## src/rtl/fp_accum_pkg.sv

```systemverilog
// rtl/fp_accum_pkg.sv - shared fp32 type and constants for the channel accumulator
package fp_accum_pkg;

    typedef logic [31:0] fp32_t;

    localparam fp32_t FP_POS_ZERO = 32'h0000_0000;
    localparam fp32_t FP_NEG_ZERO = 32'h8000_0000;
    localparam fp32_t FP_QNAN     = 32'hFFC0_0000;
    localparam fp32_t FP_QUIET    = 32'h0040_0000;

endpackage

```

## src/rtl/floating_point_add.sv

```systemverilog
// rtl/floating_point_add.sv - IEEE-754 single-precision adder, round-to-nearest-even, valid-tagged pipeline
module floating_point_add
    import fp_accum_pkg::*;
#(
    parameter int LATENCY = 3,
    parameter int TAG_W   = 4
) (
    input  logic             clk,
    input  logic             rst,
    input  logic             op_tvalid,
    input  fp32_t            op_a,
    input  fp32_t            op_b,
    input  logic [TAG_W-1:0] op_tuser,
    output logic             res_tvalid,
    output fp32_t            res_tdata,
    output logic [TAG_W-1:0] res_tuser
);

    // Full-precision add in one combinational step; the pipeline registers
    // behind it only carry the result and its tag for LATENCY edges.
    function automatic fp32_t fp_add(input fp32_t a, input fp32_t b);
        fp32_t       x;
        fp32_t       y;
        logic [9:0]  ex;
        logic [9:0]  ey;
        logic [9:0]  e;
        logic [9:0]  diff;
        logic [23:0] mx;
        logic [23:0] my;
        logic [26:0] xe;
        logic [26:0] ye;
        logic [26:0] ysh;
        logic [26:0] m;
        logic [27:0] sum;
        logic [24:0] mant;
        logic        sticky;
        logic        rnd_up;
        logic        a_nan;
        logic        b_nan;
        logic        a_inf;
        logic        b_inf;

        a_nan = (a[30:23] == 8'hFF) && (a[22:0] != 23'd0);
        b_nan = (b[30:23] == 8'hFF) && (b[22:0] != 23'd0);
        a_inf = (a[30:23] == 8'hFF) && (a[22:0] == 23'd0);
        b_inf = (b[30:23] == 8'hFF) && (b[22:0] == 23'd0);

        if (a_nan) return a | FP_QUIET;
        if (b_nan) return b | FP_QUIET;
        if (a_inf && b_inf) return (a[31] != b[31]) ? FP_QNAN : a;
        if (a_inf) return a;
        if (b_inf) return b;

        // x carries the larger magnitude, so the difference never goes negative
        if (b[30:0] > a[30:0]) begin
            x = b;
            y = a;
        end else begin
            x = a;
            y = b;
        end

        // subnormals use exponent 1 with no hidden bit
        ex = (x[30:23] == 8'd0) ? 10'd1 : {2'b00, x[30:23]};
        ey = (y[30:23] == 8'd0) ? 10'd1 : {2'b00, y[30:23]};
        mx = {x[30:23] != 8'd0, x[22:0]};
        my = {y[30:23] != 8'd0, y[22:0]};

        // three extra low bits: guard, round, sticky
        xe   = {mx, 3'b000};
        ye   = {my, 3'b000};
        diff = ex - ey;
        if (diff >= 10'd27) begin
            ysh = {26'd0, ye != 27'd0};
        end else begin
            ysh    = ye >> diff;
            sticky = (ye & ((27'd1 << diff) - 27'd1)) != 27'd0;
            ysh[0] = ysh[0] | sticky;
        end

        if (x[31] == y[31]) sum = {1'b0, xe} + {1'b0, ysh};
        else                sum = {1'b0, xe} - {1'b0, ysh};

        // exact cancellation gives +0 unless both inputs were -0
        if (sum == 28'd0) return {x[31] & y[31], 31'd0};

        e = ex;
        if (sum[27]) begin
            m = sum[27:1] | {26'd0, sum[0]};
            e = e + 10'd1;
        end else begin
            m = sum[26:0];
            // normalise left, stopping at the subnormal exponent
            for (int i = 0; i < 26; i++) begin
                if (!m[26] && (e > 10'd1)) begin
                    m = m << 1;
                    e = e - 10'd1;
                end
            end
        end

        rnd_up = m[2] && (m[1] || m[0] || m[3]);
        mant   = {1'b0, m[26:3]} + {24'd0, rnd_up};
        if (mant[24]) begin
            mant = mant >> 1;
            e    = e + 10'd1;
        end

        if (e >= 10'd255) return {x[31], 8'hFF, 23'd0};
        // a subnormal that rounds up into the hidden bit becomes exponent 1 naturally
        return {x[31], (mant[23] ? e[7:0] : 8'd0), mant[22:0]};
    endfunction

    fp32_t            sum_comb;
    logic             stage_valid [LATENCY];
    fp32_t            stage_data  [LATENCY];
    logic [TAG_W-1:0] stage_tag   [LATENCY];

    always_comb begin
        sum_comb = fp_add(op_a, op_b);
    end

    always_ff @(posedge clk) begin
        stage_valid[0] <= op_tvalid;
        stage_data[0]  <= sum_comb;
        stage_tag[0]   <= op_tuser;
        for (int i = 1; i < LATENCY; i++) begin
            stage_valid[i] <= stage_valid[i-1];
            stage_data[i]  <= stage_data[i-1];
            stage_tag[i]   <= stage_tag[i-1];
        end
        if (rst) begin
            for (int i = 0; i < LATENCY; i++) begin
                stage_valid[i] <= 1'b0;
            end
        end
    end

    assign res_tvalid = stage_valid[LATENCY-1];
    assign res_tdata  = stage_data[LATENCY-1];
    assign res_tuser  = stage_tag[LATENCY-1];

endmodule

```

## src/rtl/fp_channel_accumulate.sv

```systemverilog
// rtl/fp_channel_accumulate.sv - multi-channel fp32 running-sum accumulator around a pipelined adder
module fp_channel_accumulate
    import fp_accum_pkg::*;
#(
    parameter int NUM_CHANNELS = 4,
    parameter int ADD_LATENCY  = 3,
    localparam int CHAN_W      = (NUM_CHANNELS > 1) ? $clog2(NUM_CHANNELS) : 1
) (
    input  logic              clkIn,
    input  logic              rstIn,
    input  logic              validIn,
    output logic              readyOut,
    input  logic              startIn,
    input  logic              lastIn,
    input  logic [CHAN_W-1:0] chanIn,
    input  logic [31:0]       dataIn,
    output logic              validOut,
    output logic [CHAN_W-1:0] chanOut,
    output logic [31:0]       dataOut,
    output logic [15:0]       countOut
);

    localparam int TAG_W = CHAN_W + 2;

    fp32_t             acc [NUM_CHANNELS];
    logic [15:0]       cnt [NUM_CHANNELS];
    logic [NUM_CHANNELS-1:0] busy;

    logic              chan_ok;
    logic              accept;
    fp32_t             operand_b;
    logic [TAG_W-1:0]  op_tag;

    logic              res_valid;
    fp32_t             res_data;
    logic [TAG_W-1:0]  res_tag;
    logic [CHAN_W-1:0] wb_chan;
    logic              wb_start;
    logic              wb_last;
    logic [15:0]       cnt_next;

    logic              out_pending;
    logic [CHAN_W-1:0] pend_chan;
    fp32_t             pend_data;
    logic [15:0]       pend_count;

    // A channel index beyond NUM_CHANNELS is never accepted, so the register
    // arrays are never addressed out of range.
    always_comb begin
        chan_ok   = int'(chanIn) < NUM_CHANNELS;
        readyOut  = rstIn || (chan_ok && !busy[chanIn]);
        accept    = validIn && readyOut && !rstIn;
        // -0.0 is the additive identity that leaves every sample bit-exact
        operand_b = startIn ? FP_NEG_ZERO : acc[chanIn];
        op_tag    = {chanIn, startIn, lastIn};
    end

    floating_point_add #(
        .LATENCY (ADD_LATENCY),
        .TAG_W   (TAG_W)
    ) u_add (
        .clk        (clkIn),
        .rst        (rstIn),
        .op_tvalid  (accept),
        .op_a       (dataIn),
        .op_b       (operand_b),
        .op_tuser   (op_tag),
        .res_tvalid (res_valid),
        .res_tdata  (res_data),
        .res_tuser  (res_tag)
    );

    always_comb begin
        {wb_chan, wb_start, wb_last} = res_tag;
        if (wb_start)                       cnt_next = 16'd1;
        else if (cnt[wb_chan] == 16'hFFFF)  cnt_next = 16'hFFFF;
        else                                cnt_next = cnt[wb_chan] + 16'd1;
    end

    // A channel stays busy until its own writeback, so a set and a clear of
    // the same busy bit can never land on the same edge.
    always_ff @(posedge clkIn) begin
        if (rstIn) begin
            busy <= '0;
            for (int c = 0; c < NUM_CHANNELS; c++) begin
                acc[c] <= FP_POS_ZERO;
                cnt[c] <= 16'd0;
            end
            out_pending <= 1'b0;
            pend_chan   <= '0;
            pend_data   <= FP_POS_ZERO;
            pend_count  <= 16'd0;
            validOut    <= 1'b0;
            chanOut     <= '0;
            dataOut     <= FP_POS_ZERO;
            countOut    <= 16'd0;
        end else begin
            if (accept) begin
                busy[chanIn] <= 1'b1;
            end
            if (res_valid) begin
                busy[wb_chan] <= 1'b0;
                acc[wb_chan]  <= res_data;
                cnt[wb_chan]  <= cnt_next;
            end

            out_pending <= res_valid && wb_last;
            if (res_valid && wb_last) begin
                pend_chan  <= wb_chan;
                pend_data  <= res_data;
                pend_count <= cnt_next;
            end

            // result fields only move on a pulse so they hold between results
            validOut <= out_pending;
            if (out_pending) begin
                chanOut  <= pend_chan;
                dataOut  <= pend_data;
                countOut <= pend_count;
            end
        end
    end

endmodule

```

## config.mk

```make
export PLATFORM = sky130hd
export DESIGN_NAME = fp_channel_accumulate
export DESIGN_NICKNAME = d
export VERILOG_FILES = /design/src/rtl/fp_accum_pkg.sv /design/src/rtl/floating_point_add.sv /design/src/rtl/fp_channel_accumulate.sv
export SDC_FILE = /design/constraint.sdc
export NUM_CORES = 2
export LEC_CHECK = 0
export ABC_AREA = 0
export ABC_CLOCK_PERIOD_IN_PS = 92700
export BUFFER_PORTS_ARGS = -buffer_cell sky130_fd_sc_hd__buf_2
export CORE_MARGIN = 2
export CORE_UTILIZATION = 49
export CTS_CLUSTER_DIAMETER = 150
export DETAILED_ROUTE_END_ITERATION = 16
export MAX_ROUTING_LAYER = met4
export SLEW_MARGIN = 10
export SYNTH_ARGS = -nofsm -noshare
export SYNTH_HDL_FRONTEND = slang
export SYNTH_SLANG_ARGS = --single-unit
```

## constraint.sdc

```tcl
create_clock -name clkIn -period 92.7 [get_ports clkIn]
set_input_delay 13.905 -clock clkIn [delete_from_list [all_inputs] [get_ports clkIn]]
set_output_delay 13.905 -clock clkIn [all_outputs]
set_load 0.02 [all_outputs]
```

==> summary.txt <==
Outcome
  – Outcome: finished clean

Floorplanning
  – Core box area: 90,150 um^2
  – Die span in y: about 310 um
  – FP Rows: 110
  – Die Wd: between 300 and 400 um
  – Io pins: 91
  – Die area: between 90,000 and 100,000 um^2
  – Initial Util: 0.4949

CTS
  – CTS tree: yes
  – CTS Buf Count: around 40
  – Clock-pin slew on the worst setup and hold paths: approximately 0.06 ns
  – Post_cts resized: 0
  – Clock Root Buffer: clkbuf_16
  – Hold buffer count at cts: 0
  – Clk buf depth: 3
  – TritonCTS Sinks: a little over 400
  – Postcts setup bufs: 0
  – H-Tree Level Count: 2
  – Clk_lat worst skew: between 0.5 and 0.6 ns

Timing
  – RSZ-0062 raised after global routing: no
  – Worst-margin pin slew: between 1 and 1.5 ns
  – Final worst-path cycle share: 0.8515
  – Clk_skew: around 0.03 ns
  – Fmax: roughly 13 MHz
  – Final slew viol count: 0
  – Slew HR: 0.2015
  – Post-route minimum period: 78.93 ns
  – Fin Setup TNS: 0 ns
  – Setup Viol. Count Final: 0
  – Final-report hold violation count: 0

Synth
  – Post-synthesis simple-gate area fraction: 0.2438
  – Largest family of logic cells by synthesized area: compound AO/OA/AOI/OAI gates
  – Mapped Nets: about 6,100
  – Post-synth top flop: dfxtp_1
  – Compound-Gate Fraction of Synth Area: 0.2574
  – Distinct cells, synth: 140
  – Ys Warns: 0
  – Synth Area in XOR/XNOR: 0.04078
  – Sequential-to-total area share from yosys stat: 0.2266
  – Yosys reg bits: between 400 and 500
  – Post-synthesis mux area share: 0.1395
  – Adder-Cell Fraction of Synth Area: 0.04157
  – FFs w/ async S/R, synth: 0
  – EDFF count, synth: about 190
  – Mapped Area: about 45,000 um^2
  – Post-Synthesis Cells: 5,905
  – Mean Syn Cell Area: around 7.6 um^2

Cells and area
  – Area delta synth->final: 6.128%
  – Final Cell Area: 47,340 um^2
  – Commonest non-fill, non-tap cells in the layout: nor2_1 (804), nand2_1 (720), a21oi_1 (475), mux2i_1 (390), o21ai_0 (322)
  – Layout cells sized above 1: 0.1013
  – Antenna cells: 0
  – Area of the multi-input gates: 32,390 um^2
  – Final #Nets: 5,976
  – Non-Filler Instances: around 7,000
  – FILL cells: slightly below 9,000
  – Reg area: between 10,000 and 15,000 um^2
  – Commonest non-fill, non-tap cell in the layout: nor2_1

Placement
  – I/O Buffers: 90
  – Placed Cells: between 6,000 and 7,000
  – Hpwl dp: roughly 120,000 um
  – Placed Area: 45,970 um^2
  – Gpl congestion: around 1.1

Worst setup path
  – Crit-path max cell delay: about 0.91 ns
  – Setup crit end kind: flop
  – CP Max Fanout: 43
  – Worst reg-to-reg path cell count: about 240
  – Startpoint Class: input port
  – R2R Setup Slk: between 20 and 30 ns
  – Critical R2R Capture: u_add.stage_data[0][4]
  – Worst EP required: a little over 90 ns
  – Slowest stage cell, crit path: o21ai_2
  – CP most frequent cell: ha_1
  – R2R Path Start: acc[0][6]
  – Worst setup path category: in2reg
  – CP arrival: 79.38 ns

Drt
  – Final wirelength: between 150,000 and 200,000 um
  – Number of iterations in the first detailed-routing pass: 8
  – DRC errors left: 0
  – Routed Antenna Nets: 0
  – Wire per inst: 22.42 um
  – DR iter-0 viols: 4,037
  – Vias: around 45,000
  – Vias per inst: around 6.4

GRT
  – Number of antenna violations at the first check in global routing: 0
  – Gr ovfl total: 0
  – Vias in the first global route: 41,586
  – Overall Global Routing Usage: 0.3317
  – First-pass GRT wire length: approximately 240,000 um
  – Pin count of the biggest net entering global routing: 84

Run
  – MaxCap Viol Count: 0

Power and ir drop
  – Pwr per Cell Area: between 30 and 40 nW/um^2
  – Worst vdd ir: ~0.020 mV
  – Leak: approximately 19 nW
  – Comb pwr share: 0.766
  – P_sw: about 0.94 mW
  – Clock power frac: 0.098
  – Int Pwr: between 0.7 and 0.8 mW
  – Switching Share: 0.5514
  – Power share of the sequential group: 0.136

Worst hold path
  – Worst hold start: u_add.stage_tag[0][7]
  – Worst Hold End: u_add.stage_tag[0][11]
  – Hold depth: 0
  – Hold WC Path Type: reg2reg
-- power groups by stage --
stage | logic, mW | registers [mW] | clock network [mW]
after floorplan | 0.966 | 0.225 | 0
after global placement | 1.28 | 0.237 | 0
after global routing | 1.44 | 0.234 | 0.177
final | 1.31 | 0.233 | 0.167
after detailed placement | 1.28 | 0.237 | 0
after CTS | 1.29 | 0.233 | 0.170
-- stage by stage --
step | hold slack, ns | worst slack, ns | util | total power [mW]
3_3_place_gp | 0.3107 | 16.47 | 0.5099 | 1.520
2_1_floorplan | 0.3096 | 23.21 | - | 1.191
6_report | 0.3082 | 13.77 | 0.5252 | 1.711
4_1_cts | 0.3101 | 14.83 | 0.5252 | 1.693
3_5_place_dp | 0.3121 | 14.48 | 0.5099 | 1.519
5_1_grt | 0.3104 | 7.998 | 0.5252 | 1.854
-- routing by layer --
metal / vias up / wire length, um / part of all wire / global-route usage
met3: 291 / 9455 / 0.060 / 0.03113
met1: 21264 / 67060 / 0.43 / 0.4254
met4: 0 / 5162 / 0.033 / 0.09738
met2: 1681 / 75240 / 0.48 / 0.5552
met5: - / 0 / 0 / -
li1: 21443 / - / - / -
-- cell type report --
cell class / instances / share of cell area
Clock buffer: 60 / 0.02556
Sequential cell: 409 / 0.2136
Inverter: 239 / 0.01895
Clock inverter: 16 / 0.003515
Multi-Input combinational cell: 4923 / 0.6841
Tap cell: 1176 / 0.03108
Timing Repair Buffer: 176 / 0.02320
-- synthesized netlist by cell type (40+ instances only) --
master,count,share of area
mux2_2,90,0.023
inv_1,230,0.019
a211oi_1,55,0.0093
a21oi_1,478,0.054
xnor2_1,140,0.027
o211ai_1,63,0.011
and2_1,86,0.012
nand2b_1,43,0.0060
nand3_1,145,0.016
nor3_1,118,0.013
nor2_1,807,0.068
nand4_1,62,0.0087
o21ai_1,61,0.0068
ha_1,145,0.041
dfxtp_1,217,0.097
mux2i_1,390,0.088
edfxtp_1,192,0.13
a21o_1,82,0.014
a31oi_1,68,0.0095
buf_1,53,0.0045
mux4_2,55,0.028
o21ai_0,322,0.036
buf_2,40,0.0045
nand2_1,722,0.061
a22oi_1,41,0.0069
clkbuf_1,229,0.019
o21a_1,63,0.011
o31ai_1,41,0.0069
and3_1,61,0.0086
-- worst max-delay path: cells and delay by family --
kind,cells,cell delay (ns)
buf+inv,38,8.54
compound gates,81,23.89
fa+ha+maj,30,8.74
mux,7,2.88
xor+xnor,14,4.14
simple gates,68,17.02
-- registers in the layout, indices dropped and copies added, names as in the netlist, 3 cells and up --
signal and cells:
pend_count 16, busy 4, u_add.stage_tag 12, dataOut 32
pend_data 32, cnt 64, acc 128, u_add.stage_data 96
countOut 16, u_add.stage_valid 3
-- cell families after synthesis --
logic type / after synthesis
XOR/XNOR: 190
flip-flops: 409
AO/OA/AOI/OAI: 1708
adder cells (fa/ha/maj): 147
AND/OR/NAND/NOR: 2337
multiplexers: 541
buffers and inverters: 573
-- how the worst max path moves through the flow --
stage | slack [ns] | depth (start not counted) | to | startpoint
detailed placement | 14.48 | 237 | u_add.stage_data[0][4] | chanIn[0]
floorplan | 23.21 | 280 | u_add.stage_data[0][10] | chanIn[0]
global placement | 16.47 | 239 | u_add.stage_data[0][4] | chanIn[1]
global route | 8.00 | 240 | u_add.stage_data[0][4] | chanIn[0]
finish | 13.77 | 238 | u_add.stage_data[0][4] | chanIn[1]
CTS | 14.83 | 239 | u_add.stage_data[0][4] | chanIn[1]
(Power assumes the default switching activity.)
